$ cat src/rtl/clock_timekeeper.sv
// Time-of-day counter (HH:MM:SS, 24 h).
// Run mode: advances once per second from an internal prescaler.
// Setting mode: time is frozen, seconds cleared on entry, and the inc button
// (synchronised, edge-detected, with press-and-hold auto-repeat) bumps the
// selected hours or minutes field.
module clock_timekeeper #(
  parameter int TICK_DIV   = 50_000_000,
  parameter int REPEAT_DLY = 25_000_000,
  parameter int REPEAT_PER = 10_000_000
) (
  input  logic       clk,
  input  logic       rst,
  input  logic       setting,
  input  logic       setting_h,
  input  logic       setting_m,
  input  logic       inc_n,
  output logic [4:0] hours,
  output logic [5:0] minutes,
  output logic [5:0] seconds,
  output logic       sec_pulse
);

  localparam int PRE_W   = $clog2(TICK_DIV);
  localparam int RPT_MAX = (REPEAT_DLY > REPEAT_PER) ? REPEAT_DLY : REPEAT_PER;
  localparam int CNT_W   = $clog2(RPT_MAX + 1);

  localparam logic [PRE_W-1:0] PRE_LAST = PRE_W'(TICK_DIV - 1);
  localparam logic [CNT_W-1:0] DLY_LOAD = CNT_W'(REPEAT_DLY);
  localparam logic [CNT_W-1:0] PER_LOAD = CNT_W'(REPEAT_PER);
  localparam logic [CNT_W-1:0] CNT_ONE  = CNT_W'(1);

  logic             sync1, sync2, prev;
  logic             setting_d;
  logic [1:0]       sel_d;
  logic [PRE_W-1:0] prescaler_reg, prescaler_next;
  logic [CNT_W-1:0] rpt_cnt_reg, rpt_cnt_next;
  logic [4:0]       hours_reg, hours_next;
  logic [5:0]       minutes_reg, minutes_next;
  logic [5:0]       seconds_reg, seconds_next;
  logic             sec_pulse_reg;

  logic qualified, sel_change, press, hold_ok, start, do_inc, tick;

  // Request is valid only in setting mode with exactly one field selected.
  assign qualified  = setting & (setting_h ^ setting_m);
  assign sel_change = ({setting_h, setting_m} != sel_d);
  assign press      = ~sync2 & prev;
  // A change of field select while held counts as a disqualifying cycle.
  assign hold_ok    = qualified & ~sync2 & ~sel_change;
  // Counter at zero means "no hold in progress": a held, re-qualified button
  // restarts the schedule exactly like a fresh press.
  assign start      = press | (rpt_cnt_reg == '0);
  assign do_inc     = hold_ok & (start | (rpt_cnt_reg == CNT_ONE));
  assign tick       = ~setting & (prescaler_reg == PRE_LAST);

  // Auto-repeat countdown: load REPEAT_DLY on the first increment, then
  // REPEAT_PER after each repeat; increment fires when it reaches one.
  always_comb begin
    rpt_cnt_next = rpt_cnt_reg;
    if (!hold_ok)
      rpt_cnt_next = '0;
    else if (start)
      rpt_cnt_next = DLY_LOAD;
    else if (rpt_cnt_reg == CNT_ONE)
      rpt_cnt_next = PER_LOAD;
    else
      rpt_cnt_next = rpt_cnt_reg - CNT_ONE;
  end

  // Prescaler only counts in run mode; held at zero while setting.
  always_comb begin
    prescaler_next = prescaler_reg + PRE_W'(1);
    if (setting || tick)
      prescaler_next = '0;
  end

  // Field updates: setting mode has priority over the run-mode tick.
  always_comb begin
    hours_next   = hours_reg;
    minutes_next = minutes_reg;
    seconds_next = seconds_reg;
    if (setting) begin
      if (!setting_d)
        seconds_next = '0;
      if (do_inc && setting_h)
        hours_next = (hours_reg == 5'd23) ? 5'd0 : hours_reg + 5'd1;
      else if (do_inc)
        minutes_next = (minutes_reg == 6'd59) ? 6'd0 : minutes_reg + 6'd1;
    end else if (tick) begin
      if (seconds_reg == 6'd59) begin
        seconds_next = '0;
        if (minutes_reg == 6'd59) begin
          minutes_next = '0;
          hours_next   = (hours_reg == 5'd23) ? 5'd0 : hours_reg + 5'd1;
        end else begin
          minutes_next = minutes_reg + 6'd1;
        end
      end else begin
        seconds_next = seconds_reg + 6'd1;
      end
    end
  end

  // State registers; button flops reset to the released level.
  always_ff @(posedge clk or posedge rst) begin
    if (rst) begin
      sync1         <= 1'b1;
      sync2         <= 1'b1;
      prev          <= 1'b1;
      setting_d     <= 1'b0;
      sel_d         <= 2'b00;
      prescaler_reg <= '0;
      rpt_cnt_reg   <= '0;
      hours_reg     <= '0;
      minutes_reg   <= '0;
      seconds_reg   <= '0;
      sec_pulse_reg <= 1'b0;
    end else begin
      sync1         <= inc_n;
      sync2         <= sync1;
      prev          <= sync2;
      setting_d     <= setting;
      sel_d         <= {setting_h, setting_m};
      prescaler_reg <= prescaler_next;
      rpt_cnt_reg   <= rpt_cnt_next;
      hours_reg     <= hours_next;
      minutes_reg   <= minutes_next;
      seconds_reg   <= seconds_next;
      sec_pulse_reg <= tick;
    end
  end

  assign hours     = hours_reg;
  assign minutes   = minutes_reg;
  assign seconds   = seconds_reg;
  assign sec_pulse = sec_pulse_reg;

endmodule

$ cat config.mk
export PLATFORM = sky130hd
export DESIGN_NAME = clock_timekeeper
export DESIGN_NICKNAME = d
export VERILOG_FILES = /design/src/rtl/clock_timekeeper.sv
export SDC_FILE = /design/constraint.sdc
export NUM_CORES = 1
export LEC_CHECK = 0
export BUFFER_PORTS_ARGS = -buffer_cell sky130_fd_sc_hd__clkbuf_2
export CORE_MARGIN = 2
export CORE_UTILIZATION = 57
export CTS_BUF_LIST = sky130_fd_sc_hd__clkbuf_4
export DETAILED_ROUTE_END_ITERATION = 10
export GPL_TIMING_DRIVEN = 0
export PLACE_DENSITY = 0.79
export SYNTH_ARGS = -nofsm -noshare
export SYNTH_HDL_FRONTEND = slang
export SYNTH_SLANG_ARGS = --single-unit
$ cat constraint.sdc
create_clock -name clk -period 2.5 [get_ports clk]
set_clock_uncertainty 0.05 [all_clocks]
set_input_delay 0.25 -clock clk [delete_from_list [all_inputs] [get_ports clk]]
set_output_delay 0.25 -clock clk [all_outputs]
set_load 0.01 [all_outputs]
# ---- Word-level counts from Yosys, hierarchy flattened
# Cells that the tools add are included.
dict set report word_totals {
  elab_cells 67
  inputBits 6
  regBits 75
}
dict set report op_classes {
  n_eq_ne 10
  n_bitwise 12
  n_mux 20
  addsub 5
  reduce_logical 9
}
# operator count
set op_table {}
lappend op_table {{two-way mux 25 bit} 3}
lappend op_table {{two-way mux 6 bit} 10}
lappend op_table {{two-way mux 5 bit} 6}
lappend op_table {{adder 26 x 1 -> 26 bit, second input constant} 1}
lappend op_table {{equality test 26 bit, second input constant} 1}
lappend op_table {{two-way mux 26 bit} 1}
lappend op_table {{equality test 25 x 1 -> 1 bit, second input constant} 1}
lappend op_table {{zero test 25 bit} 1}
lappend op_table {{subtractor 25 x 1 -> 25 bit, second input constant} 1}
lappend op_table {{adder 6 x 1 -> 6 bit, second input constant} 2}
lappend op_table {{equality test 6 bit, second input constant} 2}
lappend op_table {{AND reduction 4 bit} 2}
lappend op_table {{AND 1 bit} 6}
lappend op_table {{nonzero test 2 bit} 3}
lappend op_table {{adder 5 x 1 -> 5 bit, second input constant} 1}
lappend op_table {{equality test 5 bit, second input constant} 1}
lappend op_table {{!= test 2 x 1 -> 1 bit, second input constant} 2}
lappend op_table {{!= test 2 bit, second input constant} 2}
lappend op_table {{inverter 1 bit} 3}
lappend op_table {{!= test 2 bit} 1}
lappend op_table {{OR 1 bit} 2}
lappend op_table {{AND reduction 2 bit} 1}
lappend op_table {{logical AND 1 bit} 1}
lappend op_table {{logical OR 1 bit} 1}
lappend op_table {{XOR 1 bit} 1}

# ---- Longest topological paths before layout
# Gate-level depths: netlist (run 1).
dict set report depth {
  ltp_word 8
  depth_mapped 7
  depth_no_buf 7
}

# ---- Worst setup path after synthesis (run 1)
# Ideal clock, no wire load.
dict set report synth_path {
  path_kind {register -> register}
  start {register prescaler_reg[24]}
  end {register minutes_reg[2] (netlist: minutes[2])}
  period_less_slack_ns 2.506
  arrival_ns 2.331
  stages_incl_launch_ff 7
  slack_ns -0.006
  path_cell_list {dfrtp_1 > or4_4 > or4_1 > or4_4 > o31ai_4 > nand2_4 > mux2_4}
}
dict set report synth_via {
  elab_chain_len 4
}
# element line
set synth_rtl {}
lappend synth_rtl {{start, declared} 35} ;# logic [PRE_W-1:0] prescaler_reg, prescaler_next;
lappend synth_rtl {{start signal, assigned} 124} ;# prescaler_reg <= prescaler_next;
lappend synth_rtl {{equality test 26 bit} 54} ;# assign tick = ~setting & (prescaler_reg == PRE_LAST);
lappend synth_rtl {{AND 1 bit} 54}
lappend synth_rtl {{nonzero test 2 bit (no line)} -}
lappend synth_rtl {{AND reduction 4 bit (no line)} -}
lappend synth_rtl {{end signal, assigned} 127} ;# minutes_reg <= minutes_next;
lappend synth_rtl {{end, declared} 38} ;# logic [5:0] minutes_reg, minutes_next;
# Every way passes these cells.
# A chain may end at the register's enable or synchronous reset.

# ---- Worst setup path in the final report (run 1)
dict set report layout_path {
  start {register prescaler_reg[8]}
  end {register minutes_reg[2] (netlist: minutes[2])}
}
# The elaborated chain is that of the path after synthesis.

==> results of run 1 <==
[cell type report]
class / instances / area [sq um]
fill: 469 / 1880
buffer: 4 / 21.3
multi-input combinational: 289 / 1990
inverter: 10 / 40.0
tap: 77 / 96.3
sequential: 75 / 1880
timing repair buffer: 48 / 352
clock inverter: 7 / 92.6
clock buffer: 9 / 67.6
[cell families after synthesis]
kind of cell               Yosys count  synth area share (%)
muxes                                8                  2.71
buffers and inverters               16                  1.64
DFF                                 75                  49.1
AOI/OAI and AO/OA                   50                  8.54
adders and majority gates            7                  2.29
xor gates and xnor gates            43                  9.84
and+or+nand+nor                    181                  25.8
[layer usage]
| layer | track usage (%) | share of wire, % | vias up |
|---|---|---|---|
| met4 | 8.95 | 1.6 | 0 |
| met3 | 5.20 | 4.0 | 13 |
| li1 | - | - | 1454 |
| met5 | 0 | 0 | - |
| met1 | 29.3 | 44 | 1490 |
| met2 | 42.1 | 51 | 75 |
[metrics by stage]
stage               utilization, %  setup TNS (ns)  area [sq um]  setup WS, ns  instances
floorplan                        -        -0.00615          3830      -0.00615        380
global placement              62.9          -48.18          4040        -0.594        480
detailed placement            63.5           -5.42          4080        -0.252        481
CTS                           69.9          -0.715          4490        -0.146        516
global route                  70.7           -1.50          4540        -0.217        519
finish                        70.7          -0.554          4540        -0.147        519
[cell usage in the layout, fill, tap and decap left out, drive strengths merged, types with 3 or more instances in the layout]
| cell type | synthesis | routed |
|---|---|---|
| dlygate4sd3 | 0 | 5 |
| dfrtp | 72 | 72 |
| nor2 | 58 | 58 |
| buf | 2 | 22 |
| clkbuf | 4 | 34 |
| a21oi | 17 | 17 |
| or3 | 3 | 3 |
| inv | 10 | 10 |
| nor3 | 14 | 14 |
| nand3 | 22 | 22 |
| and3 | 4 | 4 |
| nand2 | 28 | 28 |
| dfstp | 3 | 3 |
| ha | 7 | 7 |
| nand4 | 8 | 8 |
| nor4 | 7 | 7 |
| xnor2 | 15 | 15 |
| o31ai | 5 | 5 |
| clkinv | 0 | 3 |
| or2 | 4 | 4 |
| nor3b | 3 | 3 |
| o21ai | 16 | 16 |
| or4 | 11 | 11 |
| mux2 | 6 | 6 |
| xor2 | 28 | 28 |
| nor2b | 5 | 5 |
[critical path: cells and delay by family (launching register included)]
family	cells	cell delay (ns)
AO/OA/AOI/OAI	1	0.10
buffers and inverters	1	0.17
AND/OR/NAND/NOR	4	1.53
flip-flops	1	0.41
multiplexers	1	0.29
[power by group]
group          total [mW]  leakage [nW]  switching, mW  internal, mW
Clock               0.829        0.0796          0.428         0.401
Sequential           1.29          1.02         0.0426          1.25
Combinational       0.357          1.13          0.199         0.157
[worst min path at each step]
stage / endpoint / slack, ns / cells after the start
after CTS: rpt_cnt_reg[21] / 0.19 / 3
after global placement: sync1 / 0.30 / 1
final: rpt_cnt_reg[21] / 0.18 / 3
after floorplan: sync1 / 0.20 / 0
after detailed placement: rpt_cnt_reg[22] / 0.1 / 2
after global routing: rpt_cnt_reg[22] / 0.20 / 3
[timing repair]
| action | 4_1_cts | 5_1_grt |
|---|---|---|
| hold buffers | 5 | 0 |
| gates resized for setup | 15 | 15 |
| gates cloned | 1 | 0 |
| endpoints found under the setup margin | 33 | 32 |
| buffers inserted | 15 | 4 |
| pin swaps | 10 | 7 |
| endpoints found under the hold margin | 76 | 0 |
==> results.toml, run 1 <==
[logic_synthesis]
synth_top_area_cell = "dfrtp_1"
synth-edff-count = 0
syn_nets = 393
yosys.area.top_type_share_pct = 47.1
synth_common_cells = "dfrtp_1 (72), nor2_1 (58), xor2_1 (28), nand2_1 (27), nand3_1 (22)"
synth_cell_type_count = 55
synth_seq_cells = 75
ys.flop_type = "dfrtp_1"
async_flop_share_pct = 100
synth.yosys.seq_area_share_pct = 49.1
yosysMostFrequentCell = "dfrtp_1"
synthCells = 380
synth_top_cells_by_area = "dfrtp_1 (47%), xor2_1 (6.4%), nor2_1 (5.7%)"
post_synth.cell_area_avg_sq_um = 10.1
netlist_area_sq_um = 3830
yosysWarnings = 0

[status]
violations = "setup timing"
status = "complete, but fails checks"

[floorplanning]
die_h_um = 85.9
ioPinCount = 24
die_area_sq_um = 7380
die_w_um = 85.9
initial_core_util_pct = 59.6
std_cell_rows = 29
core-area_sq_um = 6420

[power_and_ir_drop]
report.power.total_mw = 2.48
p_leak_nw = 2.23
powerDensity_nw_per_um2 = 546
irDropWorstVdd_mv = 0.343

[critical_path]
cp_common_cell = "or4_1"
reg2reg_depth = 7
reg2reg_from = "prescaler_reg[8]"
reg2reg_to = "minutes[2]"
crit_fanout = 5
startpoint = "prescaler_reg[8]"
cp-start-kind = "flip-flop"
path_cells = "or4_1, or4_1, or4_4, o31ai_4, buf_12, nand2_4, mux2_4"
required_ns = 2.77
end_kind = "flip-flop"
r2r_slack_ns = -0.15
slowest_stage = "or4_1"
crit_path_max_incr_delay_ns = 0.53
arrival_ns = 2.92
crit_path_end = "minutes[2]"
critPathKind = "flip-flop to flip-flop"

[cts]
cts_tree = "built"
clockBufferDepth = 2
ctsHtreeMaxLevel = 3
numClockSinks = 75
cts-root-buf = "clkbuf_4"
clkTransAtPathRegs_ns = 0.12
insertion_delay_ns = 0.43
cts_buffers = 9

[layout]
syn_to_final_growth_pct = 18.6
num_antenna_cells = 0
drive_gt1_share_pct = 23.8
final_nets = 450
largest_reg_flops = 26

[global_route]
antenna_found_initial = 0
grt_max_degree = 69
grt-ovfl-total = 0
grt_util_all_layers_pct = 24.1
grt_pass1_wl_um = 14100
grt_pass1_vias = 3152

[timing]
timing.final.ws_setup_ns = -0.147
min_period_over_period_pct = 106
setup-violations-final = 9
finalCriticalPeriod_ns = 2.65
max_freq_ghz = 0.378
relSlewSlack_pct = 42.2
hold_ws_ns = 0.184
hold_viol_final = 0
drv_slew = 0
tightest_slew_ns = 0.858
rsz0062_at_grt = "true"

[drt]
routedWlPerCell_um = 15.7
wl_um = 8160
num_vias = 3032
viasPerCell = 5.84
ant_nets = 0
drc_errors = 0
drt_iter0_drc = 190
first_pass_iters = 5

[place]
post-dp-hpwl_um = 5330
io_buffers = 23
gp_congestion = 0.817

[run]
maxCapViolCount = 0

[min_path]
worstHoldPathType = "input port to async pin"
No activity file was read; power rests on OpenSTA's default activity.
==> inputs of run 2 (changes only) <==
Settings changed: CORE_ASPECT_RATIO from default to 0.7.
==> results.toml, run 2 (synthesized netlist as in run 1, its figures left out) <==
[layout]
final_nets = 450
ff_latch_area_sq_um = 1880
multi_input_area_sq_um = 2030
layout_commonest_cell = "dfrtp_1"
drive_gt1_share_pct = 23.5
fillCellCount = 448
num_antenna_cells = 0
final_util_pct = 72.4
layout_common_cells = "dfrtp_1 (71), nor2_1 (58), xor2_1 (28), nand2_1 (27), clkbuf_2 (24)"
syn_to_final_growth_pct = 20.5
largest_reg_flops = 26

[floorplanning]
std_cell_rows = 24
die_area_sq_um = 7390
initial_core_util_pct = 60.1
ioPinCount = 24
die_h_um = 72.6
core-area_sq_um = 6370
die_w_um = 102

[global_route]
grt_pass1_wl_um = 14300
grt_max_degree = 53
grt_pass1_vias = 3055
antenna_found_initial = 0
grt_util_all_layers_pct = 25.2
grt-ovfl-total = 0

[critical_path]
arrival_ns = 2.99
crit_buf_inv = 1
path_cells = "or4_4, or4_4, or4_4, o31ai_4, buf_12, nand2_4, mux2_4"
critPathKind = "flip-flop to flip-flop"
required_ns = 2.78
slowest_stage = "or4_4"
cp_common_cell = "or4_4"
cp-start-kind = "flip-flop"
r2r_slack_ns = -0.22
crit_fanout = 9
critPathTopFamily = "simple AND/OR/NAND/NOR gates"
crit_path_max_incr_delay_ns = 0.56
end_kind = "flip-flop"

[power_and_ir_drop]
p_sw_share_pct = 26.4
irDropWorstVdd_mv = 0.318
p_comb_share_pct = 14.6
report.power.total_mw = 2.59
seqPwrFrac_pct = 50.0
p_leak_nw = 2.25
clkPwrFrac_pct = 35.5
p_int_mw = 1.90
powerDensity_nw_per_um2 = 561
switching_power_mw = 0.682

[cts]
cts-root-buf = "clkbuf_4"
numClockSinks = 75
cts_buffers = 9
clockBufferDepth = 2
cts_tree = "built"
clkTransAtPathRegs_ns = 0.11
insertion_delay_ns = 0.43
ctsHtreeMaxLevel = 3

[drt]
viasPerCell = 5.86
wl_um = 8760
drc_errors = 0
ant_nets = 0
num_vias = 3126
drt_iter0_drc = 264
routedWlPerCell_um = 16.4
first_pass_iters = 5

[timing]
relSlewSlack_pct = 36.9
tightest_slew_ns = 0.940
rsz0062_at_grt = "true"
finalCriticalPeriod_ns = 2.72
setup-violations-final = 9
drv_slew = 0
hold_ws_ns = 0.275
min_period_over_period_pct = 109
max_freq_ghz = 0.368
hold_viol_final = 0
timing.final.ws_setup_ns = -0.216

[place]
post-dp-hpwl_um = 5490
gp_congestion = 0.826
io_buffers = 23

[status]
violations = "setup timing"
status = "complete, but fails checks"

[min_path]
worstHoldPathType = "input port to async pin"

[run]
maxCapViolCount = 0
[run 2: cell count changes in the layout (fill, tap and decap cells not counted), sizes merged]
cell and change:
bufinv +1, clkinv +1, clkinvlp -2
[run 2: final timing paths]
check,startpoint,to,cells past startpoint
setup / recovery,prescaler_reg[24],minutes[2],7
hold / removal,rst,minutes[4],3
setup reg to reg,prescaler_reg[24],minutes[2],7
hold reg to reg,sync1,sync2,0
max in group asynchronous,rst,prev,4
min in group clk,sync1,sync2,0
[run 2: per-layer routing]
layer	vias to the layer above	track usage (%)	share of wire (%)
li1	1464	-	-
met1	1507	34.0	45
met2	134	38.7	47
met3	21	7.90	6.7
met4	0	9.19	1.8
met5	-	0	0
[run 2: power groups by stage]
stage	Sequential [mW]	Clock (mW)	Combinational, mW
final	1.29	0.917	0.377
after global routing	1.30	0.982	0.412
after CTS	1.29	0.925	0.338
after detailed placement	1.31	0	0.304
after global placement	1.31	0	0.287
after floorplan	1.31	0	0.212
[run 2: stage by stage]
step / std cells / cell area, sq um / setup WS (ns) / setup TNS, ns
floorplan: 380 / 3830 / -0.00615 / -0.00615
global placement: 494 / 4060 / -0.561 / -45.18
detailed placement: 495 / 4090 / -0.288 / -6.96
CTS: 528 / 4470 / -0.194 / -1.01
global route: 533 / 4610 / -0.243 / -1.78
finish: 533 / 4610 / -0.216 / -1.06
[run 2: layout make-up]
class / count / area share (%)
plain buffers: 4 / 0.461
clock inverters: 7 / 2.31
flip-flops and latches: 75 / 40.8
well taps: 91 / 2.47
inverters: 10 / 0.868
repair buffers: 48 / 7.54
clock buffers: 9 / 1.47
multi-input cells: 289 / 44.1
[run 2: timing repair]
action                                 in CTS  in global routing
hold buffers                                5                  0
resized for setup                          10                 25
setup endpoints to repair                  42                 46
setup buffers                              13                  6
endpoints found under the hold margin      27                  0
pin swaps                                  13                  7
[run 2: worst reg2reg max path, cell delays in order (launching register included)]
cell and delay [ns]:
dfrtp_1 0.42, or4_4 0.56, or4_4 0.54, or4_4 0.45
o31ai_4 0.09, buf_12 0.17, nand2_4 0.05, mux2_4 0.29
==> inputs of run 3 (changes only) <==
Settings changed: BUFFER_PORTS_ARGS -buffer_cell sky130_fd_sc_hd__clkbuf_2 to -buffer_cell sky130_fd_sc_hd__buf_4.
==> results.toml, run 3 (synthesized netlist as in run 1, its figures left out) <==
[place]
gp_congestion = 0.816
io_buffers = 23
post-dp-hpwl_um = 5430

[global_route]
grt_pass1_wl_um = 13800
antenna_found_initial = 0
grt-ovfl-total = 0
grt_max_degree = 61
grt_pass1_vias = 2984
grt_util_all_layers_pct = 24.2

[cts]
cts_tree = "built"
cts-root-buf = "clkbuf_4"
cts_buffers = 9
numClockSinks = 75
insertion_delay_ns = 0.43
ctsHtreeMaxLevel = 3
clkTransAtPathRegs_ns = 0.13
clockBufferDepth = 2

[layout]
layout_commonest_cell = "dfrtp_1"
syn_to_final_growth_pct = 20.7
drive_gt1_share_pct = 22.1
final_nets = 447
final_util_pct = 72.5
layout_common_cells = "dfrtp_1 (72), nor2_1 (58), buf_4 (34), xor2_1 (28), nand2_1 (27)"
num_antenna_cells = 0
largest_reg_flops = 26

[timing]
timing.final.ws_setup_ns = -0.157
finalCriticalPeriod_ns = 2.66
hold_ws_ns = 0.245
drv_slew = 0
tightest_slew_ns = 0.842
rsz0062_at_grt = "true"
max_freq_ghz = 0.376
min_period_over_period_pct = 106
setup-violations-final = 14
relSlewSlack_pct = 43.5
hold_viol_final = 0

[power_and_ir_drop]
p_comb_share_pct = 14.1
switching_power_mw = 0.663
clkPwrFrac_pct = 36.3
irDropWorstVdd_mv = 0.384
p_int_mw = 1.94
seqPwrFrac_pct = 49.6
report.power.total_mw = 2.60
p_leak_nw = 2.25
powerDensity_nw_per_um2 = 564
p_sw_share_pct = 25.4

[floorplanning]
die_w_um = 102
die_area_sq_um = 7390
ioPinCount = 24
core-area_sq_um = 6370
die_h_um = 72.6
std_cell_rows = 24
initial_core_util_pct = 60.1

[status]
violations = "setup timing"
status = "complete, but fails checks"

[drt]
wl_um = 8270
first_pass_iters = 4
ant_nets = 0
drc_errors = 0
num_vias = 3023
drt_iter0_drc = 168
routedWlPerCell_um = 15.6
viasPerCell = 5.70

[critical_path]
crit_path_max_incr_delay_ns = 0.55
reg2reg_from = "prescaler_reg[10]"
arrival_ns = 2.94
path_cells = "or4_4, or4_1, or4_4, o31ai_4, buf_12, nand2_4, mux2_4"
crit_fanout = 9
required_ns = 2.78
cp-start-kind = "flip-flop"
critPathKind = "flip-flop to flip-flop"
slowest_stage = "or4_4"
startpoint = "prescaler_reg[10]"
cp_common_cell = "or4_4"
end_kind = "flip-flop"

[min_path]
worstHoldPathType = "input port to async pin"

[run]
maxCapViolCount = 0
run 3: critical path: cells and delay by family, from the launching register on:
kind                   cells  cell delay (ns)
AND/OR/NAND/NOR            4             1.57
flip-flops                 1             0.40
multiplexers               1             0.29
buffers and inverters      1             0.17
AO/OA/AOI/OAI              1             0.09
run 3: routing by layer:
metal  share of wire [%]  vias to the layer above  GRT usage [%]
met5                   0                        -              0
met4                 1.3                        0           6.07
met3                 4.5                       14           7.61
met2                  45                       64           37.1
li1                    -                     1460              -
met1                  49                     1485           34.1
run 3: final cells by class:
type | instances | area, sq um
Multi-Input combinational cell | 289 | 1970
Sequential cell | 75 | 1880
Fill cell | 479 | 1750
Timing Repair Buffer | 44 | 385
Tap cell | 91 | 114
Clock inverter | 5 | 103
Clock buffer | 11 | 82.6
Buffer | 5 | 42.5
Inverter | 10 | 40.0
run 3: repair_timing:
action	in CTS	in global routing
hold buffers	5	0
gates resized for setup	9	22
setup buffers	12	2
setup endpoints to repair	34	47
pin swaps	8	7
hold endpoints to repair	19	0
run 3: path summary, 6_finish.rpt:
check	to	slack, ns	depth (start not counted)
max	minutes[2]	-0.16	7
min reg2reg	sync2	0.31	0
max in group asynchronous	sync1	1.56	4
max reg2reg	minutes[2]	-0.16	7
min	rpt_cnt_reg[9]	0.24	3
min in group clk	sync2	0.31	0
run 3: per-stage QoR:
| step | setup slack, ns | instance area (sq um) | cells | setup TNS, ns |
|---|---|---|---|---|
| 6_report | -0.157 | 4620 | 530 | -1.38 |
| 3_5_place_dp | -0.279 | 4150 | 496 | -4.76 |
| 3_3_place_gp | -0.585 | 4110 | 494 | -47.18 |
| 5_1_grt | -0.245 | 4620 | 530 | -3.06 |
| 2_1_floorplan | -0.00615 | 3830 | 380 | -0.00615 |
| 4_1_cts | -0.144 | 4520 | 528 | -0.944 |
run 3: power groups by stage:
stage | sequential [mW] | clock [mW] | combinational (mW)
after detailed placement | 1.31 | 0 | 0.311
after CTS | 1.29 | 0.963 | 0.350
final | 1.29 | 0.946 | 0.366
after floorplan | 1.31 | 0 | 0.212
after global routing | 1.30 | 1.01 | 0.408
after global placement | 1.31 | 0 | 0.298
